--- src/rtl/tea_pkg.sv ---
// Shared constants, FSM encoding and the TEA mixing function.
package tea_pkg;
  localparam logic [31:0] DELTA        = 32'h9E3779B9;
  localparam logic [31:0] SUM_DEC_INIT = 32'hC6EF3720;
  localparam int          NUM_ROUNDS   = 32;

  typedef enum logic [1:0] {IDLE, RUN, DONE} state_t;

  function automatic logic [31:0] tea_f(input logic [31:0] x, input logic [31:0] s,
                                        input logic [31:0] ka, input logic [31:0] kb);
    return ((x << 4) + ka) ^ (x + s) ^ ((x >> 5) + kb);
  endfunction
endpackage

--- src/rtl/decrypt.sv ---
// Decrypt-only wrapper around the TEA core.
module decrypt #(
  parameter logic [127:0] KEY     = 128'h0,
  parameter logic [31:0]  V0_INIT = 32'h41EA3A0A,
  parameter logic [31:0]  V1_INIT = 32'h94BAA940
) (
  input  logic        clk,
  input  logic        reset,
  input  logic        start,
  output logic        done,
  output logic [31:0] v0_out,
  output logic [31:0] v1_out,
  output logic [5:0]  bits
);
  tea_crypt #(.MODE(1), .KEY(KEY), .V0_INIT(V0_INIT), .V1_INIT(V1_INIT)) u_core (
    .clk(clk), .reset(reset), .start(start), .done(done),
    .v0_out(v0_out), .v1_out(v1_out), .bits(bits)
  );
endmodule

--- src/rtl/tea_round.sv ---
// One combinational TEA round; the two half-updates chain within the cycle.
module tea_round
  import tea_pkg::*;
(
  input  logic [31:0]  v0,
  input  logic [31:0]  v1,
  input  logic [31:0]  sum,
  input  logic [127:0] key,
  input  logic         mode,
  output logic [31:0]  v0_nxt,
  output logic [31:0]  v1_nxt,
  output logic [31:0]  sum_nxt
);
  logic [31:0] k0, k1, k2, k3, s;

  assign k0 = key[127:96];
  assign k1 = key[95:64];
  assign k2 = key[63:32];
  assign k3 = key[31:0];

  always_comb begin
    s       = sum + DELTA;
    v0_nxt  = v0;
    v1_nxt  = v1;
    sum_nxt = sum;
    if (!mode) begin
      v0_nxt  = v0 + tea_f(v1, s, k0, k1);
      v1_nxt  = v1 + tea_f(v0_nxt, s, k2, k3);
      sum_nxt = s;
    end else begin
      // decrypt undoes the halves in reverse order, using the pre-decrement sum
      v1_nxt  = v1 - tea_f(v0, sum, k2, k3);
      v0_nxt  = v0 - tea_f(v1_nxt, sum, k0, k1);
      sum_nxt = sum - DELTA;
    end
  end
endmodule

--- src/rtl/tea_crypt.sv ---
// TEA core: one round per clock over 32 rounds, constant key and input block.
module tea_crypt
  import tea_pkg::*;
#(
  parameter int           MODE    = 0,
  parameter logic [127:0] KEY     = 128'h0,
  parameter logic [31:0]  V0_INIT = (MODE != 0) ? 32'h41EA3A0A : 32'h0,
  parameter logic [31:0]  V1_INIT = (MODE != 0) ? 32'h94BAA940 : 32'h0
) (
  input  logic        clk,
  input  logic        reset,
  input  logic        start,
  output logic        done,
  output logic [31:0] v0_out,
  output logic [31:0] v1_out,
  output logic [5:0]  bits
);
  localparam logic [31:0] SUM_INIT = (MODE != 0) ? SUM_DEC_INIT : 32'h0;

  state_t      state;
  logic [31:0] sum;
  logic [31:0] v0_nxt, v1_nxt, sum_nxt;

  tea_round u_round (
    .v0      (v0_out),
    .v1      (v1_out),
    .sum     (sum),
    .key     (KEY),
    .mode    (MODE != 0),
    .v0_nxt  (v0_nxt),
    .v1_nxt  (v1_nxt),
    .sum_nxt (sum_nxt)
  );

  always_ff @(posedge clk or negedge reset) begin
    if (!reset) begin
      state  <= IDLE;
      v0_out <= '0;
      v1_out <= '0;
      sum    <= '0;
      bits   <= '0;
      done   <= 1'b0;
    end else begin
      case (state)
        IDLE: if (start) begin
          v0_out <= V0_INIT;
          v1_out <= V1_INIT;
          sum    <= SUM_INIT;
          bits   <= '0;
          state  <= RUN;
        end
        RUN: begin
          v0_out <= v0_nxt;
          v1_out <= v1_nxt;
          sum    <= sum_nxt;
          bits   <= bits + 6'd1;
          if (bits == 6'(NUM_ROUNDS - 1)) begin
            done  <= 1'b1;
            state <= DONE;
          end
        end
        DONE: if (!start) begin
          done  <= 1'b0;
          state <= IDLE;
        end
        default: state <= IDLE;
      endcase
    end
  end
endmodule

--- config.mk ---
export PLATFORM = sky130hd
export DESIGN_NAME = decrypt
export DESIGN_NICKNAME = d
export VERILOG_FILES = /design/src/rtl/tea_pkg.sv /design/src/rtl/decrypt.sv /design/src/rtl/tea_round.sv /design/src/rtl/tea_crypt.sv
export SDC_FILE = /design/constraint.sdc
export NUM_CORES = 1
export LEC_CHECK = 0
export ABC_AREA = 1
export BUFFER_PORTS_ARGS = -buffer_cell sky130_fd_sc_hd__buf_2
export CAP_MARGIN = 20
export CORE_ASPECT_RATIO = 1.25
export CORE_UTILIZATION = 50
export CTS_BUF_LIST = sky130_fd_sc_hd__clkbuf_4 sky130_fd_sc_hd__clkbuf_8
export CTS_CLUSTER_DIAMETER = 120
export DETAILED_ROUTE_END_ITERATION = 8
export MAX_ROUTING_LAYER = met4
export PLACE_DENSITY = 0.68
export REMOVE_ABC_BUFFERS = 1
export SYNTH_ARGS = -nofsm -noshare
export SYNTH_HDL_FRONTEND = slang
export SYNTH_SLANG_ARGS = --single-unit
--- constraint.sdc ---
create_clock -name clk -period 19.8 [get_ports clk]
set_clock_uncertainty 0.2 [all_clocks]
set_input_delay 4.95 -clock clk [delete_from_list [all_inputs] [get_ports clk]]
set_output_delay 4.95 -clock clk [all_outputs]
set_load 0.005 [all_outputs]
Word level (Yosys, flattened, before mapping)
Cells that the tools add are included.
{"block": "word_totals", "ff_bits": 105, "elab_cells": 43, "out_inout_bits": 71, "inputBits": 3}
{"block": "classes", "eq_ne": 6, "mux": 15, "addsub": 6, "n_bitwise": 4, "reduce_logical": 6}
{"operator": "$pmux W32 S2", "count": 3}
{"operator": "$mux W32", "count": 3}
{"operator": "$add A32 B32 Y32", "count": 2}
{"operator": "$sub A32 B32 Y32", "count": 2}
{"operator": "$xor A32 B27 Y32", "count": 2}
{"operator": "$xor A32 B32 Y32", "count": 2}
{"operator": "$sub A32 B32 Y32 const B", "count": 1}
{"operator": "$pmux W6 S2", "count": 1}
{"operator": "$add A6 B1 Y6 const B", "count": 1}
{"operator": "$eq A6 B5 Y1 const B", "count": 1}
{"operator": "$mux W2", "count": 3}
{"operator": "$mux W6", "count": 1}
{"operator": "$pmux W2 S3", "count": 1}
{"operator": "$reduce_and A3 Y1", "count": 2}
{"operator": "$ne A2 B2 Y1 const B", "count": 2}
{"operator": "$reduce_bool A2 Y1", "count": 2}
{"operator": "$eq A2 B1 Y1 const B", "count": 1}
{"operator": "$eq A2 B2 Y1 const B", "count": 1}
{"operator": "$logic_not A2 Y1", "count": 1}
{"operator": "$mux W1", "count": 2}
{"operator": "$ne A2 B1 Y1 const B", "count": 1}
{"operator": "$pmux W1 S2", "count": 1}
{"operator": "$reduce_and A2 Y1", "count": 1}

Longest topological paths before layout
{"block": "depth", "depth_word": 9, "depth_mapped": 47, "depth_no_buf": 47}

Cells and area by module
From an unflattened synthesis, not the netlist that was laid out.
{"block": "unflattened", "cells_unflattened": 5093, "hier_area_um2": 32626.3}
{"mod": "tea_round", "area_each_um2": 28507.3, "seq_area_each_um2": 0.0, "cells_each": 4622, "n_inst": 1}
{"mod": "tea_crypt", "area_each_um2": 4119.0, "seq_area_each_um2": 2627.5, "cells_each": 471, "n_inst": 1}

Worst setup path after synthesis
OpenSTA, ideal clock, no wires.
{"block": "synth_path", "kind": "reg2reg", "start": "register u_core.v0_out[1]", "end": "register u_core.v0_out[31]", "setup_time_ps": 117, "path_stages_with_launch": 41, "path_buffers": 0, "period_less_slack_ps": 6234, "arrival_ps": 5916, "t_required_ps": 19483, "slack_ps": 13566, "cell_sequence": "dfrtp_1 -> inv_1 -> fa_1 -> o31ai_1 -> nand3_1 -> nand2_1 -> a31o_2 -> a21oi_1 -> xor2_1 -> ha_1 -> nand2_1 -> nand2_1 -> nand2_1 -> nand2_1 -> a21oi_1 -> nand2_2 -> a31oi_1 -> xnor2_2 -> [... 5 more ...] -> or2_2 -> nand2_1 -> inv_1 -> nand2_1 -> nand2_1 -> nand2_1 -> nand2_1 -> ha_1 -> a21oi_1 -> o21ai_0 -> nand2_1 -> nand3b_1 -> o21bai_1 -> a21o_1 -> nand3_1 -> nand3_1 -> nand3_1 -> nand2_1"}
{"block": "synth_between", "elab_chain_cells": 9}
{"item": "start, declared", "line_no": "tea_crypt.sv:14", "source": "output logic [31:0] v0_out,"}
{"item": "start signal, assigned", "line_no": "tea_crypt.sv:53", "source": "v0_out <= v0_nxt;"}
{"item": "$add A32 B32 Y32", "line_no": "tea_pkg.sv:11", "source": "return ((x << 4) + ka) ^ (x + s) ^ ((x >> 5) + kb);"}
{"item": "$xor A32 B32 Y32", "line_no": "tea_pkg.sv:11"}
{"item": "$xor A32 B27 Y32", "line_no": "tea_pkg.sv:11"}
{"item": "$sub A32 B32 Y32", "line_no": "tea_round.sv:32", "source": "v1_nxt = v1 - tea_f(v0, sum, k2, k3);"}
{"item": "$add A32 B32 Y32", "line_no": "tea_pkg.sv:11"}
{"item": "$xor A32 B32 Y32", "line_no": "tea_pkg.sv:11"}
{"item": "$xor A32 B27 Y32", "line_no": "tea_pkg.sv:11"}
{"item": "$sub A32 B32 Y32 *", "line_no": "tea_round.sv:33", "source": "v0_nxt = v0 - tea_f(v1_nxt, sum, k0, k1);"}
{"item": "$pmux W32 S2 *", "line_no": "tea_crypt.sv:44", "source": "case (state)"}
Every way passes the cells marked *; elsewhere a longest branch is shown, timed or not.
A chain may end at the register's enable or synchronous reset.

Final worst setup path
{"block": "layout_path", "start": "register u_core.v0_out[1]", "end": "register u_core.v0_out[30]"}
The elaborated chain is that of the path after synthesis.

==> results.json <==
{
  "grt_pass1_wl_mm": 64.71,
  "cts_inserted_buffers": 9,
  "htree_num_levels": 3,
  "required_ns": 19.97,
  "slowest_delay_ns": 0.50,
  "numPortBuffers": 73,
  "cts_max_path_buffers": 2,
  "io_pins": 74,
  "die_w_um": 143.2,
  "dp_hpwl_mm": 33.62,
  "synth-edff-count": 0,
  "hold_start": "u_core.sum[31]",
  "num_vias": 12570,
  "drcViolationCount": 0,
  "overflow": 0,
  "antenna_found_initial": 0,
  "core_area_mm2": 0.02450,
  "via_per_inst": 5.641,
  "drt_wl_total_mm": 41.99,
  "path_buf_inv": 4,
  "nets": 2029,
  "synth_compound_area_share_pct": 19.25,
  "drtAntennaViolNets": 0,
  "yosys_warnings": 0,
  "synthCells": 1825,
  "die_area_mm2": 0.02556,
  "clock.fmax_mhz": 125.0,
  "status": "completed",
  "drive_gt1_share_pct": 8.110,
  "hold_path.class": "register to register",
  "root_buffer": "clkbuf_8",
  "rsz0062_at_grt": "false",
  "drtIter0Drc": 1144,
  "muxShareOfSynthArea_pct": 0,
  "cts_tree": "yes",
  "critPathLaunchType": "register",
  "synthAdderAreaFrac_pct": 13.50,
  "drv_slew": 0,
  "synth_top_family_by_area": "simple AND/OR/NAND/NOR gates",
  "clkTransAtPathRegs_ns": 0.12,
  "ys_top_cells_by_count": "441 x nand2_1, 217 x inv_1, 164 x a21oi_1",
  "cp_max_fo": 7,
  "yosysMostFrequentCell": "nand2_1",
  "grt_max_degree": 58,
  "arrival_ns": 8.18,
  "ys.flop_type": "dfrtp_1",
  "clock-sinks": 105,
  "cts_setup_buffers": 0,
  "track_usage_pct": 35.12,
  "hold_viol": 0,
  "synthXorXnorAreaFrac_pct": 13.91,
  "routabilityCongestion": 1.024,
  "post-route-period-util_pct": 40.41,
  "drv_cap": 0,
  "path_class": "register to register",
  "die_h_um": 178.5,
  "row_count": 64,
  "cts_resized": 0,
  "wl_per_cell_um": 18.84,
  "synth-simple-area-share_pct": 24.90,
  "setup.worst_path.start": "u_core.v0_out[1]",
  "tightest_slew_ns": 0.8575,
  "cpMostUsedCell": "nand2_1",
  "worstReg2RegStart": "u_core.v0_out[1]",
  "cts_hold_buf": 0,
  "antennaDiodeCount": 0,
  "layout_min_cycle_time_ns": 8.002,
  "synth.distinct_cells": 57,
  "fillCellCount": 2484,
  "synth_area_mm2": 0.01246,
  "netlist.area_leader.share_pct": 21.09,
  "slowest_stage": "dfrtp_1",
  "ys_seq_elements": 105,
  "grt_pass1_vias": 11600,
  "ys_seq_area_share_pct": 21.09,
  "ys_top_cells_by_area": "dfrtp_1 21%, nand2_1 13%, ha_1 13%",
  "syn2layout_area_growth_pct": 7.671,
  "synth_area_leader_cell": "dfrtp_1",
  "avgSynthCellArea_um2": 6.828,
  "slew_headroom_pct": 42.32,
  "setup_viol": 0,
  "finalSetupTns_ns": 0,
  "worstSkewPairLatency_ns": 0.43,
  "crit_family": "simple AND/OR/NAND/NOR gates",
  "async_flop_share_pct": 100.0,
  "end_kind": "register",
  "start_util_pct": 50.85,
  "dr.pass1.iters": 6
}
layout by cell type (no fill, tap or decap), drive strengths merged, types with 2 or more instances in the layout:
cell type  count
nand3         87
o211ai         2
and3           4
dfrtp        105
o21a           3
xnor2         88
o221ai         3
a31o           7
ha           128
a32o           2
nor3          27
a21o          16
nand4         17
a21oi        167
a22o           7
nand2        451
clkinv         4
a31oi         10
a21boi         5
o31ai          3
or2            6
nand3b         7
clkbuf        10
a22oi          3
o21bai        16
inv          225
nor4           3
o22ai         16
nor2         136
a221oi         3
xor2          97
fa             4
o21ai        144
buf           78
o22a           8
layout make-up:
cell class              instances  area (µm²)  share of cell area (%)
multi-input cells            1476        8931                   66.57
flip-flops and latches        105        2628                   19.58
inverters                     224       840.8                   6.267
well taps                     330       412.9                   3.078
repair buffers                 78       405.4                   3.022
clock buffers                  10       137.6                   1.026
clock inverters                 6       61.31                  0.4570
cell families (layout without fill, tap and decap cells):
group,Yosys count,count (layout)
AOI/OAI and AO/OA,418,418
xor gates and xnor gates,185,185
adders and majority gates,132,132
buffers and inverters,244,318
DFF,105,105
and+or+nand+nor,741,741
registers in the layout (all words and copies together), names as in the netlist:
name / cells
u_core.v0_out: 32
u_core.bits: 6
u_core.done: 1
u_core.v1_out: 32
u_core.state: 2
u_core.sum: 32
path summary, 6_finish.rpt:
path | end | slack [ns] | cells past startpoint
worst max-delay path | u_core.v0_out[30] | 11.80 | 39
worst min-delay path | u_core.sum[31] | 0.32 | 1
worst max register to register | u_core.v0_out[30] | 11.80 | 39
worst min register to register | u_core.sum[31] | 0.32 | 1
max in group asynchronous | u_core.v1_out[10] | 13.84 | 2
min in group asynchronous | u_core.v0_out[25] | 4.33 | 1
through the flow:
step           hold WS [ns]  cells  instance area [µm²]  setup WS (ns)  utilization, %
3_5_place_dp         0.3126   2213                13220          12.07           53.94
6_report             0.3248   2229                13420          11.80           54.75
5_1_grt              0.3576   2229                13420          11.16           54.75
2_1_floorplan        0.2829   1805                12380          12.01               -
4_1_cts              0.3281   2229                13420          12.01           54.75
3_3_place_gp         0.3030   2213                13220          12.00           53.94
per-layer routing:
metal | global-route usage [%] | routed length (µm) | vias to the layer above
met5 | - | 0 | -
met4 | 20.61 | 2621 | 0
met3 | 3.678 | 2394 | 103
met2 | 56.61 | 19440 | 478
met1 | 42.44 | 17540 | 5750
li1 | - | - | 6242
Power is not shown: default switching activity piles up to over one toggle a cycle in this logic, so the estimate is an artifact.
